File: config.mk
export PLATFORM = sky130hd
export DESIGN_NAME = onehot_pulse_decoder
export DESIGN_NICKNAME = d
export VERILOG_FILES = /design/src/rtl/onehot_decoder_pkg.sv /design/src/rtl/onehot_pulse_decoder_timer.sv /design/src/rtl/onehot_pulse_decoder.sv
export SDC_FILE = /design/constraint.sdc
export NUM_CORES = 1
export LEC_CHECK = 0
export ABC_AREA = 1
export CORE_ASPECT_RATIO = 0.8
export CORE_MARGIN = 2
export CORE_UTILIZATION = 58
export CTS_BUF_LIST = sky130_fd_sc_hd__clkbuf_8
export CTS_CLUSTER_DIAMETER = 60
export DETAILED_ROUTE_END_ITERATION = 12
export PLACE_DENSITY = 0.87
export SLEW_MARGIN = 0
export SYNTH_ARGS = -nofsm -noshare
export SYNTH_HDL_FRONTEND = slang
export SYNTH_SLANG_ARGS = --single-unit
File: constraint.sdc
create_clock -name clk -period 3.54 [get_ports clk]
set_input_delay 0.531 -clock clk [delete_from_list [all_inputs] [get_ports clk]]
set_output_delay 0.531 -clock clk [all_outputs]
set_load 0.1 [all_outputs]
File: src/rtl/onehot_decoder_pkg.sv
// Shared types and sizing helpers for the one-hot pulse decoder.
package onehot_decoder_pkg;

  // Width of the pulse/gap timer and of the accepted-code counter.
  localparam int CNT_W = 8;

  // Controller states: waiting for a code, driving the strobe, enforcing the guard gap.
  typedef enum logic [1:0] {
    IDLE  = 2'd0,
    PULSE = 2'd1,
    GAP   = 2'd2
  } state_t;

  // One-hot output width for a given binary code width.
  function automatic int onehot_w(input int code_w);
    return 1 << code_w;
  endfunction

endpackage

File: src/rtl/onehot_pulse_decoder_timer.sv
// Loadable down-counter shared by the PULSE and GAP countdowns.
// Load has priority over decrement. The counter holds at zero instead of
// wrapping, so a stray decrement can never restart a countdown.
module dec_timer
  import onehot_decoder_pkg::*;
(
  input  logic             clk,
  input  logic             rst_n,
  input  logic             load,
  input  logic [CNT_W-1:0] load_val,
  input  logic             dec,
  output logic             zero
);

  logic [CNT_W-1:0] count;

  // Load a new countdown or step the current one toward zero.
  always_ff @(posedge clk or negedge rst_n) begin
    // NOTE: sequential state uses <= so every register samples pre-edge values.
    if (!rst_n) begin
      count <= '0;
    end else if (load) begin
      count <= load_val;
    end else if (dec && (count != '0)) begin
      count <= count - 1'b1;
    end
  end

  // The FSM only needs to know when the countdown has expired.
  assign zero = (count == '0);

endmodule

File: src/rtl/onehot_pulse_decoder.sv
// Binary code in over valid/ready, registered one-hot strobe out for
// PULSE_LEN cycles, then a GAP_LEN-cycle guard gap before the next code.
module onehot_pulse_decoder
  import onehot_decoder_pkg::*;
#(
  parameter int CODE_W    = 3,
  parameter int PULSE_LEN = 4,
  parameter int GAP_LEN   = 1
) (
  input  logic                          clk,
  input  logic                          rst_n,
  input  logic                          in_valid,
  output logic                          in_ready,
  input  logic [CODE_W-1:0]             in_code,
  input  logic                          abort,
  output logic [onehot_w(CODE_W)-1:0]   out_onehot,
  output logic                          out_valid,
  output logic                          busy,
  output logic [CNT_W-1:0]              acc_cnt
);

  localparam int OH_W = onehot_w(CODE_W);

  // Timer reload values. The timer counts the remaining cycles minus one,
  // so a value of zero means "this is the last cycle of the phase".
  localparam logic [CNT_W-1:0] PULSE_LOAD = CNT_W'(PULSE_LEN - 1);
  localparam logic [CNT_W-1:0] GAP_LOAD   = (GAP_LEN > 0) ? CNT_W'(GAP_LEN - 1) : '0;

  state_t           state_q;
  state_t           state_d;
  logic             accept;
  logic             tmr_load;
  logic [CNT_W-1:0] tmr_val;
  logic             tmr_dec;
  logic             tmr_zero;

  // A handshake only counts when abort is low; abort in IDLE vetoes the accept.
  assign accept = in_valid && in_ready && !abort;

  dec_timer u_timer (
    .clk      (clk),
    .rst_n    (rst_n),
    .load     (tmr_load),
    .load_val (tmr_val),
    .dec      (tmr_dec),
    .zero     (tmr_zero)
  );

  // State register.
  always_ff @(posedge clk or negedge rst_n) begin
    if (!rst_n) begin
      state_q <= IDLE;
    end else begin
      state_q <= state_d;
    end
  end

  // Next-state and timer control; abort outranks timer expiry.
  always_comb begin
    // NOTE: every output gets a default first so this block never infers a latch.
    state_d  = state_q;
    tmr_load = 1'b0;
    tmr_val  = '0;
    tmr_dec  = 1'b0;

    unique case (state_q)
      IDLE: begin
        if (accept) begin
          state_d  = PULSE;
          tmr_load = 1'b1;
          tmr_val  = PULSE_LOAD;
        end
      end

      PULSE: begin
        if (abort) begin
          state_d  = IDLE;
          tmr_load = 1'b1;
          tmr_val  = '0;
        end else if (tmr_zero) begin
          if (GAP_LEN == 0) begin
            state_d = IDLE;
          end else begin
            state_d  = GAP;
            tmr_load = 1'b1;
            tmr_val  = GAP_LOAD;
          end
        end else begin
          tmr_dec = 1'b1;
        end
      end

      GAP: begin
        if (abort) begin
          state_d  = IDLE;
          tmr_load = 1'b1;
          tmr_val  = '0;
        end else if (tmr_zero) begin
          state_d = IDLE;
        end else begin
          tmr_dec = 1'b1;
        end
      end

      default: begin
        state_d  = IDLE;
        tmr_load = 1'b1;
        tmr_val  = '0;
      end
    endcase
  end

  // Handshake and status outputs decoded from the current state only.
  always_comb begin
    in_ready = (state_q == IDLE) && rst_n;
    busy     = (state_q != IDLE);
  end

  // Decode register: capture the code at accept, clear whenever the pulse ends.
  always_ff @(posedge clk or negedge rst_n) begin
    if (!rst_n) begin
      out_onehot <= '0;
      out_valid  <= 1'b0;
    end else if (accept) begin
      out_onehot <= OH_W'(1) << in_code;
      out_valid  <= 1'b1;
    end else if (state_d != PULSE) begin
      out_onehot <= '0;
      out_valid  <= 1'b0;
    end
  end

  // Accepted-code counter; wraps naturally at 2**CNT_W.
  always_ff @(posedge clk or negedge rst_n) begin
    if (!rst_n) begin
      acc_cnt <= '0;
    end else if (accept) begin
      acc_cnt <= acc_cnt + 1'b1;
    end
  end

  // The strobe is never more than one-hot, and out_valid tracks it exactly.
  a_onehot0 : assert property (@(posedge clk) disable iff (!rst_n) $onehot0(out_onehot));
  a_valid_matches : assert property (@(posedge clk) disable iff (!rst_n)
                                     out_valid == (out_onehot != '0));
  a_pulse_only_when_busy : assert property (@(posedge clk) disable iff (!rst_n)
                                            out_valid |-> busy);

endmodule
==> reports/qor.csv <==
stage;metric;value;unit
outcome;outcome;complete, no violations;
timing;setup_tns;0;ns
logic_synthesis;syn_nets;188;
floorplanning;coreArea;2420;um^2
pwr;p_seq_frac;0.293;
pwr;p_sw;834;uW
clocking;clock-sinks;27;
clocking;clk_pin_slew;0.08;ns
setup_path;critPathLaunchType;register;
timing;rsz0062_at_grt;false;
layout;layout.cells.most_common_list;nand2_1, dfrtp_1, inv_1, clkdlybuf4s50_1, nand3_1;
logic_synthesis;synth_adder_area_share;0.0508;
layout;diodes;0;
timing;min_period;2.38;ns
pwr;power_density;848;nW/um^2
timing;layout_worst_path_cycle_share;0.674;
logic_synthesis;ys_warn_count;0;
placement;port_buffers;25;
logic_synthesis;synthCells;175;
flow_run;max-cap-violations;0;
setup_path;required;3.01;ns
setup_path;cp_top_family;buffers and inverters;
timing;finalHoldViolations;0;
logic_synthesis;synth_mux_area_frac;0;
layout;area_delta_synth_final;23.8;%
clocking;clk_latency;0.27;ns
layout;utilization;0.755;
logic_synthesis;synthXorXnorAreaFrac;0.0593;
global_routing;grt_util_all_layers;0.231;
logic_synthesis;ys_seq_area_frac;0.458;
layout;finalInstanceArea;1830;um^2
layout;nNetsFinal;218;
routing;vias;1262;
timing;finalSetupViolations;0;
routing;wirelength;3140;um
logic_synthesis;synth.area.top_cells;dfrtp_1, nand2_1, xor2_1;
worst_hold_path;min_path_type;reg2reg;
global_routing;grt_use_met1;0.337;
pwr;ir_drop;0.561;mV
clocking;post_cts_buffers;0;
setup_path;path_max_fanout;4;
routing;ant_nets;0;
pwr;p_leak;0.000949;uW
pwr;combPwrFrac;0.599;
setup_path;critPathMaxStageDelay;1.16;ns
setup_path;cp.arrival;1.85;ns
timing;maxSlewHeadroom;0.337;
global_routing;grt_pass1_vias;1187;
routing;drcViolationCount;0;
global_routing;grt.met2_usage;0.344;
routing;drtIter0Drc;84;
routing;vias_per_cell;5.26;
global_routing;grt_overflow;0;
logic_synthesis;ys_types;21;
placement;placed_area;1780;um^2
floorplanning;start_util;0.610;
logic_synthesis;syn_area_per_cell;8.44;um^2
layout;nFillCells;160;
placement;gp_congestion;0.899;
floorplanning;die_h;49.1;um
pwr;finalPower;1550;uW
placement;dp_hpwl;2430;um
layout;final_cells;240;
clocking;cts_tree;done;
layout;layout_commonest_cell;nand2_1;
placement;dp.cells;236;
setup_path;crit_chain;clkdlybuf4s50_1;
global_routing;grt_pass1_wl;5240;um
pwr;power.internal;717;uW
timing;worstMarginPinSlew;0.992;ns
logic_synthesis;synth_area;1480;um^2
pwr;clkPwrFrac;0.108;
timing;clock.fmax;419;MHz
setup_path;crit_type;reg2out;
floorplanning;die_w;60.4;um
setup_path;slowest_stage;clkdlybuf4s50_1;
logic_synthesis;yosys_register_bits;27;
clocking;cts_inserted_buffers;3;
clocking;clock_path_buffers;2;
floorplanning;fp.dieArea;2970;um^2
global_routing;grt_max_degree;28;
logic_synthesis;synth-compound-area-share;0.0424;
setup_path;cp.buffers_inverters;1;
clocking;cts_resized;0;
logic_synthesis;yosys.area_share.simple;0.320;
clocking;cts-root-buf;clkbuf_8;
timing;worst_clock_skew;0.00180;ns
pwr;swShare;0.538;
routing;drt_pass1_iterations;4;
clocking;holdBufCountCts;0;
routing;wl_per_cell;13.1;um
floorplanning;rows;16;
clocking;cts_max_level;1;
global_routing;grt_busiest_layer;met2;
global_routing;antenna_found_initial;0;
logic_synthesis;synth_top_family_by_area;simple AND/OR/NAND/NOR gates;
logic_synthesis;yosysTopAreaCell;dfrtp_1;
layout;final_layout_size_suffix_gt1_frac;0.127;
floorplanning;ioPinCount;26;
setup_path;endpoint_kind;output pin;
global_routing;met3_usage;0.0610;
timing;drv_slew;0;
logic_synthesis;yosys.area.top_type_share;0.458;
==> power groups by stage <==
stage | clock, uW | combinational [uW] | sequential (uW)
2_1_floorplan | 0 | 518 | 650
3_3_place_gp | 0 | 893 | 453
3_5_place_dp | 0 | 919 | 459
4_1_cts | 177 | 924 | 454
5_1_grt | 191 | 1000 | 465
6_report | 168 | 928 | 454
==> synthesized netlist by cell type <==
cell,instances
nand3_2,2
buf_2,1
nand2_2,3
xor2_1,10
nor2_4,4
a21oi_1,5
o21ai_2,2
nand2_1,46
inv_1,23
o21ai_1,2
ha_1,6
nand4_1,10
nor3_1,1
nor3_2,1
o21ai_0,2
nor2_1,10
nand3_1,13
nor2_2,3
inv_2,3
dfrtp_1,27
nand3_4,1
==> cell families (layout without fill, tap and decap cells) <==
group | Yosys count | in the layout
DFF | 27 | 27
adders and majority gates | 6 | 6
AOI/OAI and AO/OA | 11 | 11
buffers and inverters | 27 | 56
and+or+nand+nor | 94 | 94
xor gates and xnor gates | 10 | 10
==> registers in the layout (all words and copies together) (netlist names) <==
name	flops
state_q	2
out_valid	1
out_onehot	8
acc_cnt	8
u_timer.count	8
==> final cells by class <==
type	count	area, um^2	share of cell area
multi-input combinational	121	698	0.382
sequential	27	676	0.370
timing repair buffer	26	265	0.145
inverter	26	97.6	0.0534
tap	36	45.0	0.0246
clock buffer	3	41.3	0.0226
clock inverter	1	5.00	0.00274
==> through the flow <==
step / setup slack, ns / hold WS, ns
after floorplan: 1.56 / 0.235
after global placement: 1.18 / 0.459
after detailed placement: 1.09 / 0.456
after CTS: 1.13 / 0.472
after global routing: 1.08 / 0.509
final: 1.16 / 0.466
==> path summary, 6_finish.rpt <==
kind | startpoint | to | slack (ns) | depth (start not counted)
max | acc_cnt[0]$_DFFE_PN0P_ | acc_cnt[0] | 1.16 | 1
min | acc_cnt[7]$_DFFE_PN0P_ | acc_cnt[7]$_DFFE_PN0P_ | 0.47 | 1
max reg2reg | state_q[0]$_DFF_PN0_ | out_onehot[4]$_DFFE_PN0P_ | 1.34 | 10
min reg2reg | acc_cnt[7]$_DFFE_PN0P_ | acc_cnt[7]$_DFFE_PN0P_ | 0.47 | 1
max in group asynchronous | rst_n | u_timer.count[5]$_DFFE_PN0P_ | 2.59 | 2
min in group asynchronous | rst_n | acc_cnt[3]$_DFFE_PN0P_ | 0.71 | 2
==> metal layers <==
metal,up-vias,routed length [um]
met2,48,1520
met1,593,1390
met3,6,202
met4,0,33
met5,-,0
li1,615,-
Note: power is estimated with default switching activity, not from simulation.
